--- src/rtl/mem_stage_pkg.sv ---
// Shared constants for the memory stage: mem_operation encodings,
// boolean and register-number names, and small operation classifiers.
package mem_stage_pkg;

    localparam logic TRUE  = 1'b1;
    localparam logic FALSE = 1'b0;

    localparam logic [4:0] REG_X0 = 5'd0;

    localparam logic [3:0] MEM_NONE = 4'd0;
    localparam logic [3:0] MEM_LB   = 4'd1;
    localparam logic [3:0] MEM_LH   = 4'd2;
    localparam logic [3:0] MEM_LW   = 4'd3;
    localparam logic [3:0] MEM_LBU  = 4'd4;
    localparam logic [3:0] MEM_LHU  = 4'd5;
    localparam logic [3:0] MEM_SB   = 4'd6;
    localparam logic [3:0] MEM_SH   = 4'd7;
    localparam logic [3:0] MEM_SW   = 4'd8;

    function automatic logic is_load(input logic [3:0] op);
        return (op == MEM_LB) || (op == MEM_LH) || (op == MEM_LW) ||
               (op == MEM_LBU) || (op == MEM_LHU);
    endfunction

    function automatic logic is_store(input logic [3:0] op);
        return (op == MEM_SB) || (op == MEM_SH) || (op == MEM_SW);
    endfunction

    function automatic logic is_mem(input logic [3:0] op);
        return is_load(op) || is_store(op);
    endfunction

    // Halfword ops need addr[0]=0, word ops need addr[1:0]=0.
    function automatic logic misaligned(input logic [3:0] op, input logic [1:0] lsb);
        case (op)
            MEM_LH, MEM_LHU, MEM_SH: return lsb[0];
            MEM_LW, MEM_SW:          return lsb != 2'b00;
            default:                 return FALSE;
        endcase
    endfunction

endpackage

--- src/rtl/mem_load_align.sv ---
// Load data formatter: selects the byte/half lane addressed by the
// low address bits and sign- or zero-extends it to 32 bits.
module mem_load_align
    import mem_stage_pkg::*;
(
    input  logic [31:0] rdata,
    input  logic [1:0]  byte_offset,
    input  logic [3:0]  mem_operation,
    output logic [31:0] result
);

    logic [7:0]  lane_byte;
    logic [15:0] lane_half;

    // Lane selection from the word returned by memory
    always_comb begin
        lane_byte = 8'h00;
        case (byte_offset)
            2'd0: lane_byte = rdata[7:0];
            2'd1: lane_byte = rdata[15:8];
            2'd2: lane_byte = rdata[23:16];
            2'd3: lane_byte = rdata[31:24];
            default: lane_byte = 8'h00;
        endcase
        lane_half = byte_offset[1] ? rdata[31:16] : rdata[15:0];
    end

    // Extension according to the load type
    always_comb begin
        result = 32'h0;
        case (mem_operation)
            MEM_LB:  result = {{24{lane_byte[7]}}, lane_byte};
            MEM_LBU: result = {24'h0, lane_byte};
            MEM_LH:  result = {{16{lane_half[15]}}, lane_half};
            MEM_LHU: result = {16'h0, lane_half};
            MEM_LW:  result = rdata;
            default: result = 32'h0;
        endcase
    end

endmodule

--- src/rtl/mem_stage.sv ---
// Memory-access pipeline stage: passes ALU results through, performs
// loads/stores over a req/ready data-memory port and stalls upstream
// while an access is outstanding.
// Optional feature macro: MEM_MISALIGN_TRAP_EN (misaligned-access trap).
//
// state | meaning
// IDLE  | accepting instructions; non-memory ops complete in one edge
// WAIT  | memory request outstanding, waiting for dmem_ready
module mem_stage
    import mem_stage_pkg::*;
(
    input  logic        clk,
    input  logic        reset,
    input  logic        in_valid,
    input  logic [31:0] alu_result,
    input  logic [31:0] store_data,
    input  logic [3:0]  mem_operation,
    input  logic        in_dest_register_enable,
    input  logic [4:0]  in_dest_register_number,
    output logic        stall,
    output logic        dmem_req,
    output logic        dmem_we,
    output logic [31:0] dmem_addr,
    output logic [31:0] dmem_wdata,
    output logic [3:0]  dmem_be,
    input  logic [31:0] dmem_rdata,
    input  logic        dmem_ready,
    output logic        out_valid,
    output logic [31:0] out_result,
    output logic        out_dest_register_enable,
    output logic [4:0]  out_dest_register_number,
    output logic        out_trap,
    output logic [31:0] out_trap_address
);

    localparam logic [0:0] ST_IDLE = 1'b0;
    localparam logic [0:0] ST_WAIT = 1'b1;

    logic [0:0]  state;
    logic [3:0]  op_q;
    logic [1:0]  offset_q;
    logic        dest_en_q;
    logic [4:0]  dest_num_q;
    logic [31:0] load_result;
    logic [31:0] wdata_next;
    logic [3:0]  be_next;
    logic        misalign;
    logic        start_access;
    logic        dest_en_in;

`ifdef MEM_MISALIGN_TRAP_EN
    assign misalign = misaligned(mem_operation, alu_result[1:0]);
`else
    assign misalign = FALSE;
`endif

    assign dest_en_in   = in_dest_register_enable && (in_dest_register_number != REG_X0);
    assign start_access = (state == ST_IDLE) && in_valid && is_mem(mem_operation) && !misalign;
    assign stall        = start_access || ((state == ST_WAIT) && !dmem_ready);

    // Store lane replication and byte enables
    always_comb begin
        wdata_next = store_data;
        be_next    = 4'b0000;
        case (mem_operation)
            MEM_SB: begin
                wdata_next = {4{store_data[7:0]}};
                be_next    = 4'b0001 << alu_result[1:0];
            end
            MEM_SH: begin
                wdata_next = {2{store_data[15:0]}};
                be_next    = alu_result[1] ? 4'b1100 : 4'b0011;
            end
            MEM_SW: be_next = 4'b1111;
            default: be_next = 4'b1111;
        endcase
    end

    mem_load_align u_load_align (
        .rdata         (dmem_rdata),
        .byte_offset   (offset_q),
        .mem_operation (op_q),
        .result        (load_result)
    );

    // Stage FSM, memory request registers and result outputs
    always_ff @(posedge clk or posedge reset) begin
        if (reset) begin
            state                    <= ST_IDLE;
            op_q                     <= MEM_NONE;
            offset_q                 <= 2'b00;
            dest_en_q                <= FALSE;
            dest_num_q               <= REG_X0;
            dmem_req                 <= FALSE;
            dmem_we                  <= FALSE;
            dmem_addr                <= 32'h0;
            dmem_wdata               <= 32'h0;
            dmem_be                  <= 4'b0000;
            out_valid                <= FALSE;
            out_result               <= 32'h0;
            out_dest_register_enable <= FALSE;
            out_dest_register_number <= REG_X0;
        end else begin
            case (state)
                ST_IDLE: begin
                    if (start_access) begin
                        state                    <= ST_WAIT;
                        op_q                     <= mem_operation;
                        offset_q                 <= alu_result[1:0];
                        dest_en_q                <= dest_en_in;
                        dest_num_q               <= in_dest_register_number;
                        dmem_req                 <= TRUE;
                        dmem_we                  <= is_store(mem_operation);
                        dmem_addr                <= {alu_result[31:2], 2'b00};
                        dmem_wdata               <= wdata_next;
                        dmem_be                  <= be_next;
                        out_valid                <= FALSE;
                        out_dest_register_enable <= FALSE;
                    end else if (in_valid) begin
                        out_valid                <= TRUE;
                        out_result               <= alu_result;
                        out_dest_register_enable <= dest_en_in && !misalign;
                        out_dest_register_number <= in_dest_register_number;
                    end else begin
                        out_valid                <= FALSE;
                        out_dest_register_enable <= FALSE;
                    end
                end
                ST_WAIT: begin
                    if (dmem_ready) begin
                        state                    <= ST_IDLE;
                        dmem_req                 <= FALSE;
                        dmem_we                  <= FALSE;
                        out_valid                <= TRUE;
                        out_result               <= is_load(op_q) ? load_result : 32'h0;
                        out_dest_register_enable <= is_load(op_q) && dest_en_q;
                        out_dest_register_number <= dest_num_q;
                    end
                end
                default: state <= ST_IDLE;
            endcase
        end
    end

`ifdef MEM_MISALIGN_TRAP_EN
    // Misaligned-access report, valid alongside the one-cycle bubble-free result
    always_ff @(posedge clk or posedge reset) begin
        if (reset) begin
            out_trap         <= FALSE;
            out_trap_address <= 32'h0;
        end else if ((state == ST_IDLE) && in_valid && misalign) begin
            out_trap         <= TRUE;
            out_trap_address <= alu_result;
        end else begin
            out_trap         <= FALSE;
            out_trap_address <= 32'h0;
        end
    end
`else
    assign out_trap         = FALSE;
    assign out_trap_address = 32'h0;
`endif

endmodule

--- config.mk ---
export PLATFORM = sky130hd
export DESIGN_NAME = mem_stage
export DESIGN_NICKNAME = d
export VERILOG_FILES = /design/src/rtl/mem_stage_pkg.sv /design/src/rtl/mem_load_align.sv /design/src/rtl/mem_stage.sv
export SDC_FILE = /design/constraint.sdc
export NUM_CORES = 1
export LEC_CHECK = 0
export CAP_MARGIN = 20
export CORE_MARGIN = 2
export CORE_UTILIZATION = 44
export CTS_BUF_LIST = sky130_fd_sc_hd__clkbuf_4 sky130_fd_sc_hd__clkbuf_8 sky130_fd_sc_hd__clkbuf_16
export DETAILED_ROUTE_END_ITERATION = 10
export MAX_ROUTING_LAYER = met4
export PLACE_DENSITY = 0.81
export SYNTH_ARGS = -nofsm -noshare
export SYNTH_HDL_FRONTEND = slang
export SYNTH_SLANG_ARGS = --single-unit
--- constraint.sdc ---
create_clock -name clk -period 4.85 [get_ports clk]
set_input_delay 0.97 -clock clk [delete_from_list [all_inputs] [get_ports clk]]
set_output_delay 0.97 -clock clk [all_outputs]
set_load 0.1 [all_outputs]
==> results.md <==
* Vias in the first global route at 5769
* Clock tree root buffer cell: clkbuf_16
* Proportion of layout cells with a drive suffix above 1 at 0.110
* Register area share after synthesis at 0.464
* Clk pwr share at 0.242
* Sequential fraction of design power at 0.245
* Max Clk Rate at 273 MHz
* CP Max Fanout at 23
* Pleak at between 3 and 4 nW
* PwrDens at approximately 650 mW/mm2
* Num CTS Buffers at 17
* Drt total wl at between 15000 and 20000 um
* Inserted Diodes at 0
* Hold-critical path depth at 2
* Core area at about 0.014 mm2
* Initial Util at 0.448
* First-pass DRT Iterations at 5
* Async S/R FF share, synth at 1.00
* Syn_area_per_cell at 9.59 um2
* Sum Neg Setup Slack at 0 ns
* Final RePlAce weighted congestion at 0.892
* Synth-to-Final Area Change at 43.3%
* #FFs+latches synth at 120
* Die Span X at between 100 and 150 um
* CP cell instances: clkinv_1 > o21ai_0 > buf_12
* Max-slew violations at 0
* Ys Warns at 0
* Number of buffer cells added on primary ports at roughly 220
* CTS Hold Buffers Added at 0
* Final min period at around 3.7 ns
* Max stage delay cell, worst path: dfrtp_1
* Psw at approximately 3.0 mW
* Setup crit start kind: flip-flop
* Crit path DAT at ~2.7 ns
* Period utilisation layout at 0.755
* Gr usage total at 0.262
* IO Pins at roughly 250
* Footprint of the multi-input gates at roughly 0.0031 mm2
* First-pass GRT wire length at 31400 um
* CTS Sinks at 120
* Final setup vio count at 0
* Register area at 0.00300 mm2
* Clk_lat worst skew at roughly 0.42 ns
* Crit path capture type: output port
* Final instance area at around 0.0093 mm2
* Initial antenna violation count at 0
* Number of synthesized flops with an enable pin at 0
* GR Overflow Total at 0
* Worst-margin pin slew at approximately 1.0 ns
* Cell Area, Synth at 0.00646 mm2
* Internal at roughly 3.0 mW
* Hold crit path type: flip-flop to flip-flop
* Final Hold Vio Count at 0
* Outcome: finished clean
* Die ar. at about 0.016 mm2
* IR Drop Worst-Case VDD at 0.000395 V
* Row count at 44
* Clock skew at roughly 0.0074 ns
* Slew headroom at 0.303
* Sw Share at 0.503
* Maximum clock path buffer count at 2
* Initial DRC count at just over 400
* Max incr delay on CP at 1.00 ns
* # DRC at 0
* FF-to-FF path depth at 5
* Crit Path Class: flip-flop to output port
* CTS tree: yes
* Detailed-route vias per instance at 5.41
* Layout Nets at 981
* H-tree Lvls at 4
* Routed via count at slightly below 6000
* Largest net degree at the start of global routing at 92
* Clock slew at reported path FFs at 0.06 ns
* Design Power at roughly 6 mW
* Ys flop type: dfrtp_1
* Max-Cap Viols at 0
* Post-CTS Setup Inserts at 0
* DRT antenna net count at 0
* Combinational cell fraction of total power at 0.513
* Fillers at 1205
* Die Y at around 130 um
* Mapped Cells at 674
* Synth cell types at 59
* Unrepaired setup endpoints after global routing: false
* Post-cts resize count at 0
* Drt wl/cell at ~19 um
* Req. time, crit path at a little under 4 ns
* Detailed Place HPWL at between 10000 and 15000 um
* Area post-placement at approximately 0.0086 mm2
-- cell families (layout without fill, tap and decap cells) --
family	after synthesis	in the layout	share of synthesized area
xor gates and xnor gates	1	1	0.00135
other	1	35	0.000580
buffers and inverters	89	265	0.0884
AOI/OAI and AO/OA	159	159	0.179
muxes	45	45	0.0869
and+or+nand+nor	259	259	0.180
DFF	120	120	0.464
-- cells in the final DEF, fill, tap and decap left out, drive strengths merged, types with 11 or more instances in the layout --
| cell type | count |
|---|---|
| a21oi | 11 |
| a2bb2oi | 16 |
| a31o | 16 |
| buf | 12 |
| clkbuf | 20 |
| clkdlybuf4s50 | 216 |
| conb | 35 |
| dfrtp | 120 |
| mux2i | 28 |
| nand2 | 198 |
| nand3 | 14 |
| nor3 | 12 |
| o21ai | 61 |
-- per-stage QoR --
stage	worst slack [ns]	std cells	utilization	hold WS (ns)
6_report	1.19	1068	0.642	0.473
5_1_grt	1.06	1068	0.642	0.495
4_1_cts	1.19	1066	0.641	0.475
3_5_place_dp	1.25	1034	0.593	0.461
3_3_place_gp	1.28	1034	0.593	0.457
2_1_floorplan	0.652	708	-	0.445
-- synthesized netlist by cell type, types with 7 or more instances --
cell type | number | area [um2]
a21oi_1 | 10 | 50.1
a222oi_1 | 7 | 70.1
a2bb2oi_1 | 16 | 140
a31o_2 | 16 | 140
a32oi_1 | 7 | 61.3
buf_2 | 15 | 75.1
buf_4 | 48 | 360
clkbuf_1 | 14 | 52.6
dfrtp_1 | 120 | 3000
mux2_2 | 9 | 101
mux2i_1 | 28 | 280
mux4_2 | 8 | 180
nand2_1 | 197 | 739
nand3_1 | 14 | 70.1
nor2_1 | 9 | 33.8
nor3_1 | 10 | 50.1
o211ai_1 | 8 | 60.1
o21ai_0 | 58 | 290
o22ai_1 | 9 | 56.3
-- state kept, by name (all words and copies together) (netlist names), 2 cells and up --
register / cells
dmem_addr: 30
dmem_wdata: 32
dmem_be: 4
dest_num_q: 5
op_q: 4
out_result: 32
offset_q: 2
out_dest_register_number: 5
-- cell type report --
cell class | count | share of cell area
clock buffer | 20 | 0.0497
clock inverter | 12 | 0.0239
timing repair buffer | 228 | 0.245
tap | 184 | 0.0249
sequential | 120 | 0.324
inverter | 5 | 0.00230
multi-input combinational | 499 | 0.330
-- routing by layer --
metal  track usage  part of all wire  up-vias
li1              -                 -     2708
met1         0.338              0.43     2807
met2         0.401              0.48      216
met3        0.0591             0.056       50
met4         0.108             0.032        0
met5             -                 0        -
-- power groups by stage --
| stage | clock network, mW | logic (mW) | registers (mW) |
|---|---|---|---|
| finish | 1.46 | 3.09 | 1.47 |
| global route | 1.52 | 3.18 | 1.51 |
| CTS | 1.47 | 3.09 | 1.47 |
| detailed placement | 0 | 3.08 | 1.48 |
| global placement | 0 | 3.06 | 1.47 |
| floorplan | 0 | 0.708 | 3.12 |
-- final timing paths --
check | slack [ns] | to | startpoint
max in group asynchronous | 2.78 | dmem_wdata[7] | reset
min reg2reg | 0.47 | dmem_addr[12] | dmem_addr[12]
max | 1.19 | stall | state
min | 0.47 | dmem_addr[12] | dmem_addr[12]
max reg2reg | 1.84 | out_result[10] | state
min in group asynchronous | 1.07 | dmem_wdata[14] | reset
-- worst max-delay path: cells and delay by family, from the launching register on --
family	cells	cell delay, ns
AO/OA/AOI/OAI	1	0.47
flip-flops	1	1.00
buffers and inverters	2	0.81
No activity file was read; power rests on OpenSTA's default activity.
